File: src/rtl/fcvt_f2i_ctrl_if.sv
// Request/response/converter bundle for the float-to-int sequencer.
// slave = controller side, master = requesters, response consumer and converter.
interface fcvt_f2i_ctrl_if #(
  parameter int EXP_WIDTH  = 8,
  parameter int MANT_WIDTH = 24,
  parameter int INT_WIDTH  = 32
);
  localparam int NUM_W = EXP_WIDTH + MANT_WIDTH;

  logic             req0_valid;
  logic             req0_ready;
  logic [NUM_W-1:0] req0_num;
  logic [2:0]       req0_rm;
  logic             req0_signed;

  logic             req1_valid;
  logic             req1_ready;
  logic [NUM_W-1:0] req1_num;
  logic [2:0]       req1_rm;
  logic             req1_signed;

  logic [2:0]       frm_i;

  logic                 rsp_valid;
  logic                 rsp_ready;
  logic                 rsp_id;
  logic [INT_WIDTH-1:0] rsp_data;
  logic [4:0]           rsp_exc;
  logic                 rsp_illegal;

  logic       fflags_clr;
  logic [4:0] fflags_o;
  logic       busy;

  logic [NUM_W-1:0]     cvt_num;
  logic [2:0]           cvt_round_mode;
  logic                 cvt_signed_out;
  logic [INT_WIDTH-1:0] cvt_out;
  logic [4:0]           cvt_exc;

  modport slave (
    input  req0_valid, req0_num, req0_rm, req0_signed,
    input  req1_valid, req1_num, req1_rm, req1_signed,
    input  frm_i, rsp_ready, fflags_clr, cvt_out, cvt_exc,
    output req0_ready, req1_ready,
    output rsp_valid, rsp_id, rsp_data, rsp_exc, rsp_illegal,
    output fflags_o, busy, cvt_num, cvt_round_mode, cvt_signed_out
  );

  modport master (
    output req0_valid, req0_num, req0_rm, req0_signed,
    output req1_valid, req1_num, req1_rm, req1_signed,
    output frm_i, rsp_ready, fflags_clr, cvt_out, cvt_exc,
    input  req0_ready, req1_ready,
    input  rsp_valid, rsp_id, rsp_data, rsp_exc, rsp_illegal,
    input  fflags_o, busy, cvt_num, cvt_round_mode, cvt_signed_out
  );
endinterface

File: src/rtl/fcvt_f2i_ctrl.sv
// Round-robin sequencer for a shared float-to-int converter; response 2 cycles after grant, 1 op / 3 cycles.
// Backpressure: response held stable while rsp_ready is low; no requester sees ready outside IDLE.
module fcvt_f2i_ctrl #(
  parameter int EXP_WIDTH  = 8,
  parameter int MANT_WIDTH = 24,
  parameter int INT_WIDTH  = 32
) (
  input logic            clk,
  input logic            rst_l,
  fcvt_f2i_ctrl_if.slave bus
);
  localparam int NUM_W = EXP_WIDTH + MANT_WIDTH;

  typedef enum logic [1:0] {IDLE = 2'd0, CONV = 2'd1, RESP = 2'd2} state_t;
  state_t state, state_nxt;

  logic             gnt_any, gnt_id, gnt_fire, gnt_signed, illegal, last_grant;
  logic [NUM_W-1:0] gnt_num;
  logic [2:0]       gnt_rm, rm_res;

  logic [NUM_W-1:0]     cvt_num_q;
  logic [2:0]           cvt_rm_q;
  logic                 cvt_signed_q;
  logic                 rsp_id_q, rsp_illegal_q;
  logic [INT_WIDTH-1:0] rsp_data_q;
  logic [4:0]           rsp_exc_q, fflags_q, fflags_nxt;

  // Tie goes to the requester that did not win last time.
  always_comb begin
    gnt_any    = bus.req0_valid | bus.req1_valid;
    gnt_id     = (bus.req0_valid && bus.req1_valid) ? ~last_grant : bus.req1_valid;
    gnt_num    = gnt_id ? bus.req1_num    : bus.req0_num;
    gnt_rm     = gnt_id ? bus.req1_rm     : bus.req0_rm;
    gnt_signed = gnt_id ? bus.req1_signed : bus.req0_signed;
    rm_res     = (gnt_rm == 3'b111) ? bus.frm_i : gnt_rm;
    illegal    = (rm_res == 3'b101) || (rm_res == 3'b110);
    gnt_fire   = (state == IDLE) && gnt_any;
  end

  always_ff @(posedge clk or negedge rst_l) begin
    if (!rst_l) state <= IDLE;
    else        state <= state_nxt;
  end

  always_comb begin
    state_nxt = state;
    case (state)
      IDLE:    if (gnt_any) state_nxt = illegal ? RESP : CONV;
      CONV:    state_nxt = RESP;
      RESP:    if (bus.rsp_ready) state_nxt = IDLE;
      default: state_nxt = IDLE;
    endcase
  end

  // Ready is gated by reset so every output reads 0 while rst_l is low.
  always_comb begin
    bus.req0_ready = rst_l & gnt_fire & ~gnt_id;
    bus.req1_ready = rst_l & gnt_fire & gnt_id;
    bus.rsp_valid  = (state == RESP);
    bus.busy       = (state != IDLE);
  end

  // Clear is applied before the capture OR, so a coinciding capture wins.
  always_comb begin
    fflags_nxt = (bus.fflags_clr ? 5'b0 : fflags_q) | ((state == CONV) ? bus.cvt_exc : 5'b0);
  end

  always_ff @(posedge clk or negedge rst_l) begin
    if (!rst_l) begin
      last_grant    <= 1'b1;
      cvt_num_q     <= '0;
      cvt_rm_q      <= 3'b0;
      cvt_signed_q  <= 1'b0;
      rsp_id_q      <= 1'b0;
      rsp_illegal_q <= 1'b0;
      rsp_data_q    <= '0;
      rsp_exc_q     <= 5'b0;
      fflags_q      <= 5'b0;
    end else begin
      if (gnt_fire) begin
        last_grant    <= gnt_id;
        rsp_id_q      <= gnt_id;
        rsp_illegal_q <= illegal;
        if (illegal) begin
          rsp_data_q <= '0;
          rsp_exc_q  <= 5'b0;
        end else begin
          cvt_num_q    <= gnt_num;
          cvt_rm_q     <= rm_res;
          cvt_signed_q <= gnt_signed;
        end
      end
      if (state == CONV) begin
        rsp_data_q <= bus.cvt_out;
        rsp_exc_q  <= bus.cvt_exc;
      end
      fflags_q <= fflags_nxt;
    end
  end

  assign bus.cvt_num        = cvt_num_q;
  assign bus.cvt_round_mode = cvt_rm_q;
  assign bus.cvt_signed_out = cvt_signed_q;
  assign bus.rsp_id         = rsp_id_q;
  assign bus.rsp_data       = rsp_data_q;
  assign bus.rsp_exc        = rsp_exc_q;
  assign bus.rsp_illegal    = rsp_illegal_q;
  assign bus.fflags_o       = fflags_q;
endmodule

File: src/flat_wrapper.sv
// flat-port wrapper written by rule: the top's interface ports become plain ports
module fcvt_f2i_ctrl_flat 
#(
  parameter int EXP_WIDTH  = 8,
  parameter int MANT_WIDTH = 24,
  parameter int INT_WIDTH  = 32
)
  (clk, rst_l, bus_req0_valid, bus_req0_num, bus_req0_rm, bus_req0_signed, bus_req1_valid, bus_req1_num, bus_req1_rm, bus_req1_signed, bus_frm_i, bus_rsp_ready, bus_fflags_clr, bus_cvt_out, bus_cvt_exc, bus_req0_ready, bus_req1_ready, bus_rsp_valid, bus_rsp_id, bus_rsp_data, bus_rsp_exc, bus_rsp_illegal, bus_fflags_o, bus_busy, bus_cvt_num, bus_cvt_round_mode, bus_cvt_signed_out);
  fcvt_f2i_ctrl_if #(.EXP_WIDTH(EXP_WIDTH), .MANT_WIDTH(MANT_WIDTH), .INT_WIDTH(INT_WIDTH)) bus_i ();
  input logic clk;
  input logic rst_l;
  input wire logic [$bits(bus_i.req0_valid)-1:0] bus_req0_valid;
  input wire logic [$bits(bus_i.req0_num)-1:0] bus_req0_num;
  input wire logic [$bits(bus_i.req0_rm)-1:0] bus_req0_rm;
  input wire logic [$bits(bus_i.req0_signed)-1:0] bus_req0_signed;
  input wire logic [$bits(bus_i.req1_valid)-1:0] bus_req1_valid;
  input wire logic [$bits(bus_i.req1_num)-1:0] bus_req1_num;
  input wire logic [$bits(bus_i.req1_rm)-1:0] bus_req1_rm;
  input wire logic [$bits(bus_i.req1_signed)-1:0] bus_req1_signed;
  input wire logic [$bits(bus_i.frm_i)-1:0] bus_frm_i;
  input wire logic [$bits(bus_i.rsp_ready)-1:0] bus_rsp_ready;
  input wire logic [$bits(bus_i.fflags_clr)-1:0] bus_fflags_clr;
  input wire logic [$bits(bus_i.cvt_out)-1:0] bus_cvt_out;
  input wire logic [$bits(bus_i.cvt_exc)-1:0] bus_cvt_exc;
  output wire logic [$bits(bus_i.req0_ready)-1:0] bus_req0_ready;
  output wire logic [$bits(bus_i.req1_ready)-1:0] bus_req1_ready;
  output wire logic [$bits(bus_i.rsp_valid)-1:0] bus_rsp_valid;
  output wire logic [$bits(bus_i.rsp_id)-1:0] bus_rsp_id;
  output wire logic [$bits(bus_i.rsp_data)-1:0] bus_rsp_data;
  output wire logic [$bits(bus_i.rsp_exc)-1:0] bus_rsp_exc;
  output wire logic [$bits(bus_i.rsp_illegal)-1:0] bus_rsp_illegal;
  output wire logic [$bits(bus_i.fflags_o)-1:0] bus_fflags_o;
  output wire logic [$bits(bus_i.busy)-1:0] bus_busy;
  output wire logic [$bits(bus_i.cvt_num)-1:0] bus_cvt_num;
  output wire logic [$bits(bus_i.cvt_round_mode)-1:0] bus_cvt_round_mode;
  output wire logic [$bits(bus_i.cvt_signed_out)-1:0] bus_cvt_signed_out;
  assign bus_i.req0_valid = bus_req0_valid;
  assign bus_i.req0_num = bus_req0_num;
  assign bus_i.req0_rm = bus_req0_rm;
  assign bus_i.req0_signed = bus_req0_signed;
  assign bus_i.req1_valid = bus_req1_valid;
  assign bus_i.req1_num = bus_req1_num;
  assign bus_i.req1_rm = bus_req1_rm;
  assign bus_i.req1_signed = bus_req1_signed;
  assign bus_i.frm_i = bus_frm_i;
  assign bus_i.rsp_ready = bus_rsp_ready;
  assign bus_i.fflags_clr = bus_fflags_clr;
  assign bus_i.cvt_out = bus_cvt_out;
  assign bus_i.cvt_exc = bus_cvt_exc;
  assign bus_req0_ready = bus_i.req0_ready;
  assign bus_req1_ready = bus_i.req1_ready;
  assign bus_rsp_valid = bus_i.rsp_valid;
  assign bus_rsp_id = bus_i.rsp_id;
  assign bus_rsp_data = bus_i.rsp_data;
  assign bus_rsp_exc = bus_i.rsp_exc;
  assign bus_rsp_illegal = bus_i.rsp_illegal;
  assign bus_fflags_o = bus_i.fflags_o;
  assign bus_busy = bus_i.busy;
  assign bus_cvt_num = bus_i.cvt_num;
  assign bus_cvt_round_mode = bus_i.cvt_round_mode;
  assign bus_cvt_signed_out = bus_i.cvt_signed_out;
  fcvt_f2i_ctrl #(.EXP_WIDTH(EXP_WIDTH), .MANT_WIDTH(MANT_WIDTH), .INT_WIDTH(INT_WIDTH)) u_core (.clk(clk), .rst_l(rst_l), .bus(bus_i));
endmodule
File: config.mk
export PLATFORM = sky130hd
export DESIGN_NAME = fcvt_f2i_ctrl_flat
export DESIGN_NICKNAME = d
export VERILOG_FILES = /design/src/rtl/fcvt_f2i_ctrl_if.sv /design/src/rtl/fcvt_f2i_ctrl.sv /design/src/flat_wrapper.sv
export SDC_FILE = /design/constraint.sdc
export NUM_CORES = 1
export LEC_CHECK = 0
export CORE_AREA = 4 4 103 105
export CTS_CLUSTER_DIAMETER = 40
export DETAILED_ROUTE_END_ITERATION = 12
export DIE_AREA = 0 0 107 109
export HOLD_SLACK_MARGIN = 0.12
export PLACE_DENSITY = 0.79
export SLEW_MARGIN = 40
export SYNTH_ARGS = -nofsm -noshare
export SYNTH_HDL_FRONTEND = slang
export SYNTH_SLANG_ARGS = --single-unit
File: constraint.sdc
create_clock -name clk -period 2.21 [get_ports clk]
set_clock_uncertainty 0.05 [all_clocks]
set_input_delay 0.442 -clock clk [delete_from_list [all_inputs] [get_ports clk]]
set_output_delay 0.442 -clock clk [all_outputs]
set_load 0.02 [all_outputs]
==> metrics.md, run 1 <==
| Metric | Value |
|---|---|
| Clock tree buffer depth | `2` |
| Warning count from the yosys run | `0` |
| Largest incremental delay on the critical path | `0.43 ns` |
| Worst Max-Slew Pin Slew | `0.7261 ns` |
| Cts bufs inserted | `9` |
| Die height | `109 um` |
| Final clock period utilization by the worst path | `0.9535` |
| Buffers inserted by post-CTS timing repair | `0` |
| Number of iterations in the first detailed-routing pass | `4` |
| IR Drop Worst-Case VDD | `0.6572 mV` |
| Die X | `107 um` |
| Path class of the lowest-slack min-delay path | `input pin to flop` |
| Most frequent standard cell in the layout excluding fill and tap cells | `sky130_fd_sc_hd__clkdlybuf4s50_1` |
| Most frequent cells in the layout | `sky130_fd_sc_hd__clkdlybuf4s50_1, sky130_fd_sc_hd__dfrtp_1, sky130_fd_sc_hd__nand2_1` |
| Endpoint kind of the worst setup timing path | `flop` |
| PnR Total Power | `7.450 mW` |
| Core Footprint | `0.009639 mm^2` |
| Cell at the root of the clock tree | `sky130_fd_sc_hd__clkbuf_8` |
| Routed Wire Length | `11670 um` |
| Yosys reg bits | `83` |
| Syn Std Cell Area | `0.003685 mm^2` |
| TritonCTS clock tree | `built` |
| Net count of the finished layout | `712` |
| Later-pin clock latency in the skew report | `0.34 ns` |
| CTS H-tree depth | `3` |
| Maximum operating frequency | `474.5 MHz` |
| Syn nets | `496` |
| Share of the yosys chip area belonging to registers | `0.5640` |
| Placement Cell Area | `0.005982 mm^2` |
| Number of antenna-violating nets in the routed design | `0` |
| Final setup violation count | `0` |
| RSZ-0062 raised after global routing | `false` |
| Worst-case hold slack | `0.4073 ns` |
| Worst-path maximum fanout | `18` |
| Cell type with the highest occurrence count on the critical path | `sky130_fd_sc_hd__buf_4` |
| Port bufs | `201` |
| FILL cells | `825` |
| Post-detailed-route via-to-cell ratio | `4.970` |
| Ratio of cells with drive above 1 in the final layout | `0.09866` |
| Number of global-route vias before repair | `3695` |
| Site Rows | `36` |
| Global-route wire length before repair | `18120 um` |
| Syn_area_per_cell | `9.748 um^2` |
| Via Count | `3633` |
| Diode insertion count for antenna repair | `0` |
| Leftover overflow at the end of global routing | `0` |
| Detailed-placement wirelength estimate | `8854 um` |
| Critical path required time | `2.38 ns` |
| Max-capacitance violation count | `0` |
| DRC viols | `0` |
| Classification of the worst setup path | `input pin to flop` |
| Worst slew margin relative to its limit | `0.5159` |
| Area of the die | `0.01166 mm^2` |
| Final instance area | `0.006221 mm^2` |
| Critical Path Start Type | `input pin` |
| Cell area power density | `1198 mW/mm^2` |
| Crit path DAT | `2.28 ns` |
| Number of antenna violations at the first check in global routing | `0` |
| RD Place Congestion | `0.7760` |
| First-iteration detailed-routing DRC count | `127` |
| Pin count of the biggest net entering global routing | `59` |
| Minimum period implied by the final worst setup slack | `2.107 ns` |
| Routed length per placed instance | `15.96 um` |
| Starting Density | `0.3823` |
| Final hold violation count | `0` |
| Leakage power figure | `2.717 nW` |
| Synth-to-layout area growth | `68.83%` |
| Cells after Synth | `378` |
| Global Route Usage Sum | `0.1964` |
| Cell at the slowest stage of the critical path | `sky130_fd_sc_hd__clkdlybuf4s50_1` |
| Distinct cell type count of the synthesized netlist | `33` |
| Slew Limit Fails | `0` |
| Worst-path cell chain | `clkdlybuf4s50_1, buf_4, a21bo_2, o32ai_4, buf_4, nor2b_4, clkbuf_16, a21oi_1` |
| Worst-path clk slew | `0.08 ns` |
| Outcome | `complete, no violations` |
| Number of sinks on the clock net | `83` |
| Top-Level Pins | `202` |
==> cells by family (layout without fill, tap and decap cells) <==
family	count (synthesis)	after routing	share of synthesized area
AO/OA/AOI/OAI	132	132	0.1942
flip-flops	83	83	0.5640
XOR/XNOR	1	1	0.002377
AND/OR/NAND/NOR	91	91	0.09949
multiplexers	35	35	0.09643
buffers and inverters	36	256	0.04346
==> layout make-up <==
cell class / count / area [um^2] / share of cell area
timing repair buffer: 233 / 2281 / 0.3667
inverter: 8 / 30.03 / 0.004827
clock inverter: 2 / 35.03 / 0.005632
multi-input combinational: 259 / 1471 / 0.2365
sequential: 83 / 2078 / 0.3341
clock buffer: 13 / 158.9 / 0.02554
tap: 133 / 166.4 / 0.02675
==> final timing paths <==
check	startpoint	slack, ns	endpoint	cells after the start
min in group asynchronous	rst_l	0.66	u_core.bus.cvt_round_mode[2]$_DFFE_PN0P_	3
setup / recovery	bus_req0_valid	0.10	u_core.bus.rsp_data[20]$_DFFE_PN0P_	8
hold / removal	bus_req1_valid	0.41	u_core.last_grant$_DFFE_PN1P_	3
max in group asynchronous	rst_l	0.81	u_core.bus.fflags_o[4]$_DFF_PN0_	3
setup reg to reg	u_core.state[0]$_DFFE_PN0P_	0.34	u_core.bus.cvt_num[6]$_DFFE_PN0P_	6
hold reg to reg	u_core.bus.rsp_id$_DFFE_PN0P_	0.44	u_core.bus.rsp_id$_DFFE_PN0P_	2
==> Yosys cell counts <==
library cell / n / area, um^2
sky130_fd_sc_hd__o211ai_2: 1 / 12.51
sky130_fd_sc_hd__a211oi_1: 1 / 7.510
sky130_fd_sc_hd__dfstp_2: 1 / 26.28
sky130_fd_sc_hd__clkbuf_1: 17 / 63.81
sky130_fd_sc_hd__a21bo_1: 1 / 10.01
sky130_fd_sc_hd__buf_6: 1 / 11.26
sky130_fd_sc_hd__buf_4: 2 / 15.01
sky130_fd_sc_hd__buf_2: 5 / 25.02
sky130_fd_sc_hd__nand2b_1: 2 / 12.51
sky130_fd_sc_hd__nor3b_1: 1 / 7.510
sky130_fd_sc_hd__nand2_1: 79 / 296.5
sky130_fd_sc_hd__mux2_4: 1 / 15.01
sky130_fd_sc_hd__o21a_1: 1 / 7.510
sky130_fd_sc_hd__and3_1: 2 / 12.51
sky130_fd_sc_hd__o211ai_1: 1 / 7.510
sky130_fd_sc_hd__nor2b_1: 3 / 18.77
sky130_fd_sc_hd__o22a_1: 1 / 8.760
sky130_fd_sc_hd__mux2i_1: 34 / 340.3
sky130_fd_sc_hd__or2_1: 1 / 6.260
sky130_fd_sc_hd__o32ai_4: 1 / 27.53
sky130_fd_sc_hd__o21ai_1: 1 / 5.000
sky130_fd_sc_hd__xor2_1: 1 / 8.760
sky130_fd_sc_hd__inv_2: 1 / 3.750
sky130_fd_sc_hd__a31oi_1: 2 / 12.51
sky130_fd_sc_hd__dfrtp_1: 82 / 2052
sky130_fd_sc_hd__nor3_1: 1 / 5.000
sky130_fd_sc_hd__o221ai_1: 1 / 8.760
sky130_fd_sc_hd__clkbuf_2: 3 / 15.01
sky130_fd_sc_hd__a21oi_1: 42 / 210.2
sky130_fd_sc_hd__a21boi_0: 1 / 7.510
sky130_fd_sc_hd__nor2_1: 2 / 7.510
sky130_fd_sc_hd__inv_1: 7 / 26.28
sky130_fd_sc_hd__o21ai_0: 78 / 390.4
==> timing repair <==
action,in CTS,in global routing
gates resized for setup,9,3
pin swaps,0,0
cloned,0,1
hold buffers,1,0
endpoints found under the setup margin,3,1
endpoints found under the hold margin,25,0
==> power breakdown <==
part           switching, mW  leakage (nW)  total [mW]  internal, mW
Combinational           2.05          1.56        3.88          1.84
Sequential             0.332          1.06        2.49          2.16
Clock                  0.499        0.0995        1.08         0.578
Total                   2.88          2.72        7.45          4.57
==> flip-flops by register name, indices dropped and copies added (netlist names) <==
signal and flops:
u_core.bus.fflags_o 5, u_core.bus.cvt_num 32, u_core.bus.cvt_signed_out 1, u_core.last_grant 1
u_core.bus.rsp_illegal 1, u_core.bus.rsp_data 32, u_core.state 2, u_core.bus.cvt_round_mode 3
u_core.bus.rsp_id 1, u_core.bus.rsp_exc 5
==> worst max-delay path, delay by kind of cell <==
| family | cells | cell delay (ns) |
|---|---|---|
| AOI/OAI and AO/OA | 3 | 0.66 |
| buffers and inverters | 4 | 0.97 |
| and+or+nand+nor | 1 | 0.19 |
==> stage by stage <==
step | util | TNS [ns] | cells | setup slack [ns]
after floorplan | - | 0 | 378 | 0.1787
after global placement | 0.6206 | -12.57 | 714 | -0.3594
after detailed placement | 0.6206 | -16.41 | 714 | -0.3898
after CTS | 0.6416 | 0 | 730 | 0.02366
after global routing | 0.6454 | 0 | 731 | 0.009487
final | 0.6454 | 0 | 731 | 0.1027
==> layer usage <==
| layer | vias up | wire length, um | global-route usage |
|---|---|---|---|
| met5 | - | 0 | 0 |
| met4 | 0 | 105 | 0.06301 |
| met3 | 8 | 1256 | 0.07342 |
| met2 | 178 | 5680 | 0.3381 |
| met1 | 1720 | 4624 | 0.2276 |
| li1 | 1727 | - | - |
No activity file was read; power rests on OpenSTA's default activity.
==> inputs of run 2 (changes only) <==
--- a/config.mk
+++ b/config.mk
@@ -11,7 +11,6 @@
 export DIE_AREA = 0 0 107 109
 export HOLD_SLACK_MARGIN = 0.12
 export PLACE_DENSITY = 0.79
-export SLEW_MARGIN = 40
 export SYNTH_ARGS = -nofsm -noshare
 export SYNTH_HDL_FRONTEND = slang
 export SYNTH_SLANG_ARGS = --single-unit
==> results of run 2 <==
No change in the layout: final DEF, timing and power equal those of run 1.
==> inputs of run 3 (changes only) <==
--- a/config.mk
+++ b/config.mk
@@ -5,12 +5,12 @@
 export SDC_FILE = /design/constraint.sdc
 export NUM_CORES = 1
 export LEC_CHECK = 0
-export CORE_AREA = 4 4 103 105
+export CORE_AREA = 4 4 108 110
 export CTS_CLUSTER_DIAMETER = 40
 export DETAILED_ROUTE_END_ITERATION = 12
-export DIE_AREA = 0 0 107 109
+export DIE_AREA = 0 0 112 114
 export HOLD_SLACK_MARGIN = 0.12
-export PLACE_DENSITY = 0.79
+export PLACE_DENSITY = 0.75
 export SYNTH_ARGS = -nofsm -noshare
 export SYNTH_HDL_FRONTEND = slang
 export SYNTH_SLANG_ARGS = --single-unit
==> constraint.sdc (replaced) <==
create_clock -name clk -period 1.7 [get_ports clk]
set_clock_uncertainty 0.05 [all_clocks]
set_input_delay 0.34 -clock clk [delete_from_list [all_inputs] [get_ports clk]]
set_output_delay 0.34 -clock clk [all_outputs]
set_load 0.02 [all_outputs]
==> run 3 against run 2 <==
Against the previous run:
- the flow now finishes with violations (setup timing)
- final cell count rose by 2.7%
- critical endpoint is now u_core.bus.rsp_data[27]$_DFFE_PN0P_
- non-clock buffer count rose by 14
- largest cell class unchanged
- sequential share of layout area fell by 2.3 points
- clock power rose by 26%
==> metrics.md, run 3 (synthesis results as in run 1) <==
| Metric | Value |
|---|---|
| Outcome | `finished with violations` |
| Violated checks | `setup timing` |
| Top delay family on crit path | `flip-flops` |
| Global-route wire length before repair | `20060 um` |
| Number of sinks on the clock net | `83` |
| Number of global-route vias before repair | `3968` |
| Number of buffers and inverters on the critical path | `3` |
| Worst-path cell chain | `a21bo_4, o211ai_2, o32ai_4, buf_4, nor2b_4, buf_12, clkbuf_16, a21oi_2` |
| DRC viols | `0` |
| Post-route setup TNS | `-7.369 ns` |
| First-iteration detailed-routing DRC count | `198` |
| Final instance area | `0.006686 mm^2` |
| Ratio of cells with drive above 1 in the final layout | `0.1964` |
| Site Rows | `38` |
| Most frequent cells in the layout | `sky130_fd_sc_hd__clkdlybuf4s50_1, sky130_fd_sc_hd__dlygate4sd2_1, sky130_fd_sc_hd__dfrtp_1` |
| Endpoint kind of the worst setup timing path | `flop` |
| RD Place Congestion | `0.8987` |
| Share of total power in the clock network | `0.134` |
| Pin count of the biggest net entering global routing | `52` |
| Minimum period implied by the final worst setup slack | `1.863 ns` |
| Die X | `112 um` |
| Post-detailed-route via-to-cell ratio | `4.957` |
| Via Count | `3723` |
| Synth-to-layout area growth | `81.46%` |
| Final clock period utilization by the worst path | `1.096` |
| Switching part of the total power | `0.4119` |
| Critical path required time | `1.89 ns` |
| Min setup slack post-route | `-0.1630 ns` |
| Routed length per placed instance | `17.11 um` |
| CTS H-tree depth | `3` |
| Cell area power density | `1507 mW/mm^2` |
| Die height | `114 um` |
| Switching power | `4.152 mW` |
| Most frequent standard cell in the layout excluding fill and tap cells | `sky130_fd_sc_hd__clkdlybuf4s50_1` |
| Port bufs | `201` |
| Critical Path Start Type | `flop` |
| Worst slew margin relative to its limit | `0.5733` |
| Cell at the root of the clock tree | `sky130_fd_sc_hd__clkbuf_8` |
| IR Drop Worst-Case VDD | `0.7407 mV` |
| Worst Max-Slew Pin Slew | `0.6401 ns` |
| Area of all sequential standard cells | `0.002078 mm^2` |
| Part of the total power dissipated in sequential elements | `0.320` |
| Path class of the lowest-slack min-delay path | `input pin to flop` |
| Multi-input gate area in the final layout | `0.001715 mm^2` |
| Internal power of the cells | `5.927 mW` |
| Starting Density | `0.3444` |
| Global Route Usage Sum | `0.1967` |
| Detailed-placement wirelength estimate | `8630 um` |
| FILL cells | `922` |
| Top-Level Pins | `202` |
| Final setup violation count | `75` |
| Leftover overflow at the end of global routing | `0` |
| Worst-path maximum fanout | `6` |
| Share of total power in combinational logic | `0.545` |
| Placement Cell Area | `0.006017 mm^2` |
| Later-pin clock latency in the skew report | `0.34 ns` |
| Core Footprint | `0.01070 mm^2` |
| TritonCTS clock tree | `built` |
| Number of antenna violations at the first check in global routing | `0` |
| Crit path DAT | `2.05 ns` |
| Classification of the worst setup path | `flop to flop` |
| Net count of the finished layout | `726` |
| Final hold violation count | `0` |
| Worst-path clk slew | `0.08 ns` |
| Maximum operating frequency | `536.8 MHz` |
| Max-capacitance violation count | `0` |
| Area of the die | `0.01277 mm^2` |
| Leakage power figure | `3.126 nW` |
| RSZ-0062 raised after global routing | `true` |
| Cell at the slowest stage of the critical path | `sky130_fd_sc_hd__dfstp_2` |
| Number of iterations in the first detailed-routing pass | `4` |
| Routed Wire Length | `12850 um` |
| Clock tree buffer depth | `2` |
| Number of antenna-violating nets in the routed design | `0` |
| Slew Limit Fails | `0` |
| Largest incremental delay on the critical path | `0.57 ns` |
| Diode insertion count for antenna repair | `0` |
| Cts bufs inserted | `9` |
==> run 3: changes by cell type in the layout (fill, tap and decap cells not counted), sizes merged <==
| cell | before | now |
|---|---|---|
| buf | 32 | 49 |
| clkbuf | 14 | 12 |
| clkdlybuf4s15 | 1 | 0 |
| clkdlybuf4s50 | 197 | 109 |
| clkinv | 1 | 2 |
| dlygate4sd2 | 0 | 86 |
==> run 3: worst reg2reg max path, cell delays in order (launching register included) <==
cell                        delay (ns)
sky130_fd_sc_hd__dfstp_2          0.57
sky130_fd_sc_hd__a21bo_4          0.17
sky130_fd_sc_hd__o211ai_2         0.10
sky130_fd_sc_hd__o32ai_4          0.17
sky130_fd_sc_hd__buf_4            0.17
sky130_fd_sc_hd__nor2b_4          0.18
sky130_fd_sc_hd__buf_12           0.15
sky130_fd_sc_hd__clkbuf_16        0.15
sky130_fd_sc_hd__a21oi_2          0.03
==> run 3: final timing paths <==
check	from	end	slack, ns	depth (start not counted)
max in group asynchronous	rst_l	u_core.bus.rsp_data[20]$_DFFE_PN0P_	0.48	3
hold reg to reg	u_core.bus.rsp_id$_DFFE_PN0P_	u_core.bus.rsp_id$_DFFE_PN0P_	0.44	2
hold / removal	bus_req0_valid	u_core.last_grant$_DFFE_PN1P_	0.43	3
setup / recovery	u_core.last_grant$_DFFE_PN1P_	u_core.bus.rsp_data[27]$_DFFE_PN0P_	-0.16	8
min in group asynchronous	rst_l	u_core.bus.cvt_num[1]$_DFFE_PN0P_	0.58	3
setup reg to reg	u_core.last_grant$_DFFE_PN1P_	u_core.bus.rsp_data[27]$_DFFE_PN0P_	-0.16	8
==> run 3: metrics by stage <==
| stage | util | hold slack (ns) | std cells | worst slack (ns) | total power, mW |
|---|---|---|---|---|---|
| floorplan | - | -0.005591 | 378 | -0.06568 | 5.767 |
| global placement | 0.5625 | 0.3648 | 718 | -0.6132 | 8.292 |
| detailed placement | 0.5625 | 0.3686 | 718 | -0.6342 | 8.431 |
| CTS | 0.6184 | 0.3987 | 751 | -0.1593 | 9.948 |
| global route | 0.6250 | 0.4150 | 751 | -0.2022 | 10.72 |
| finish | 0.6250 | 0.4329 | 751 | -0.1630 | 10.08 |
==> run 3: routing by layer <==
layer,GRT usage,routed length [um]
met4,0.07692,255
met5,0,0
met2,0.3461,6651
met3,0.05995,1040
met1,0.2251,4898
==> run 3: power by group through the flow <==
stage                     clock network [mW]  logic [mW]  registers [mW]
after floorplan                            0        1.57            4.20
after global placement                     0        5.04            3.25
after detailed placement                   0        5.15            3.28
after CTS                               1.40        5.34            3.22
after global routing                    1.49        5.89            3.33
final                                   1.36        5.50            3.23
==> run 3: repair_timing <==
action | in CTS | in global routing
cloned | 8 | 1
hold endpoints to repair | 82 | 0
setup endpoints to repair | 159 | 81
buffers inserted | 10 | 6
gates resized for setup | 183 | 41
hold buffers | 1 | 0
pin swaps | 3 | 5
==> run 3: cell type report <==
class | count | area share
Clock buffer | 11 | 0.02115
Inverter | 8 | 0.004865
Clock inverter | 3 | 0.005988
Multi-Input combinational cell | 259 | 0.2566
Sequential cell | 83 | 0.3108
Tap cell | 140 | 0.02620
Timing Repair Buffer | 247 | 0.3744
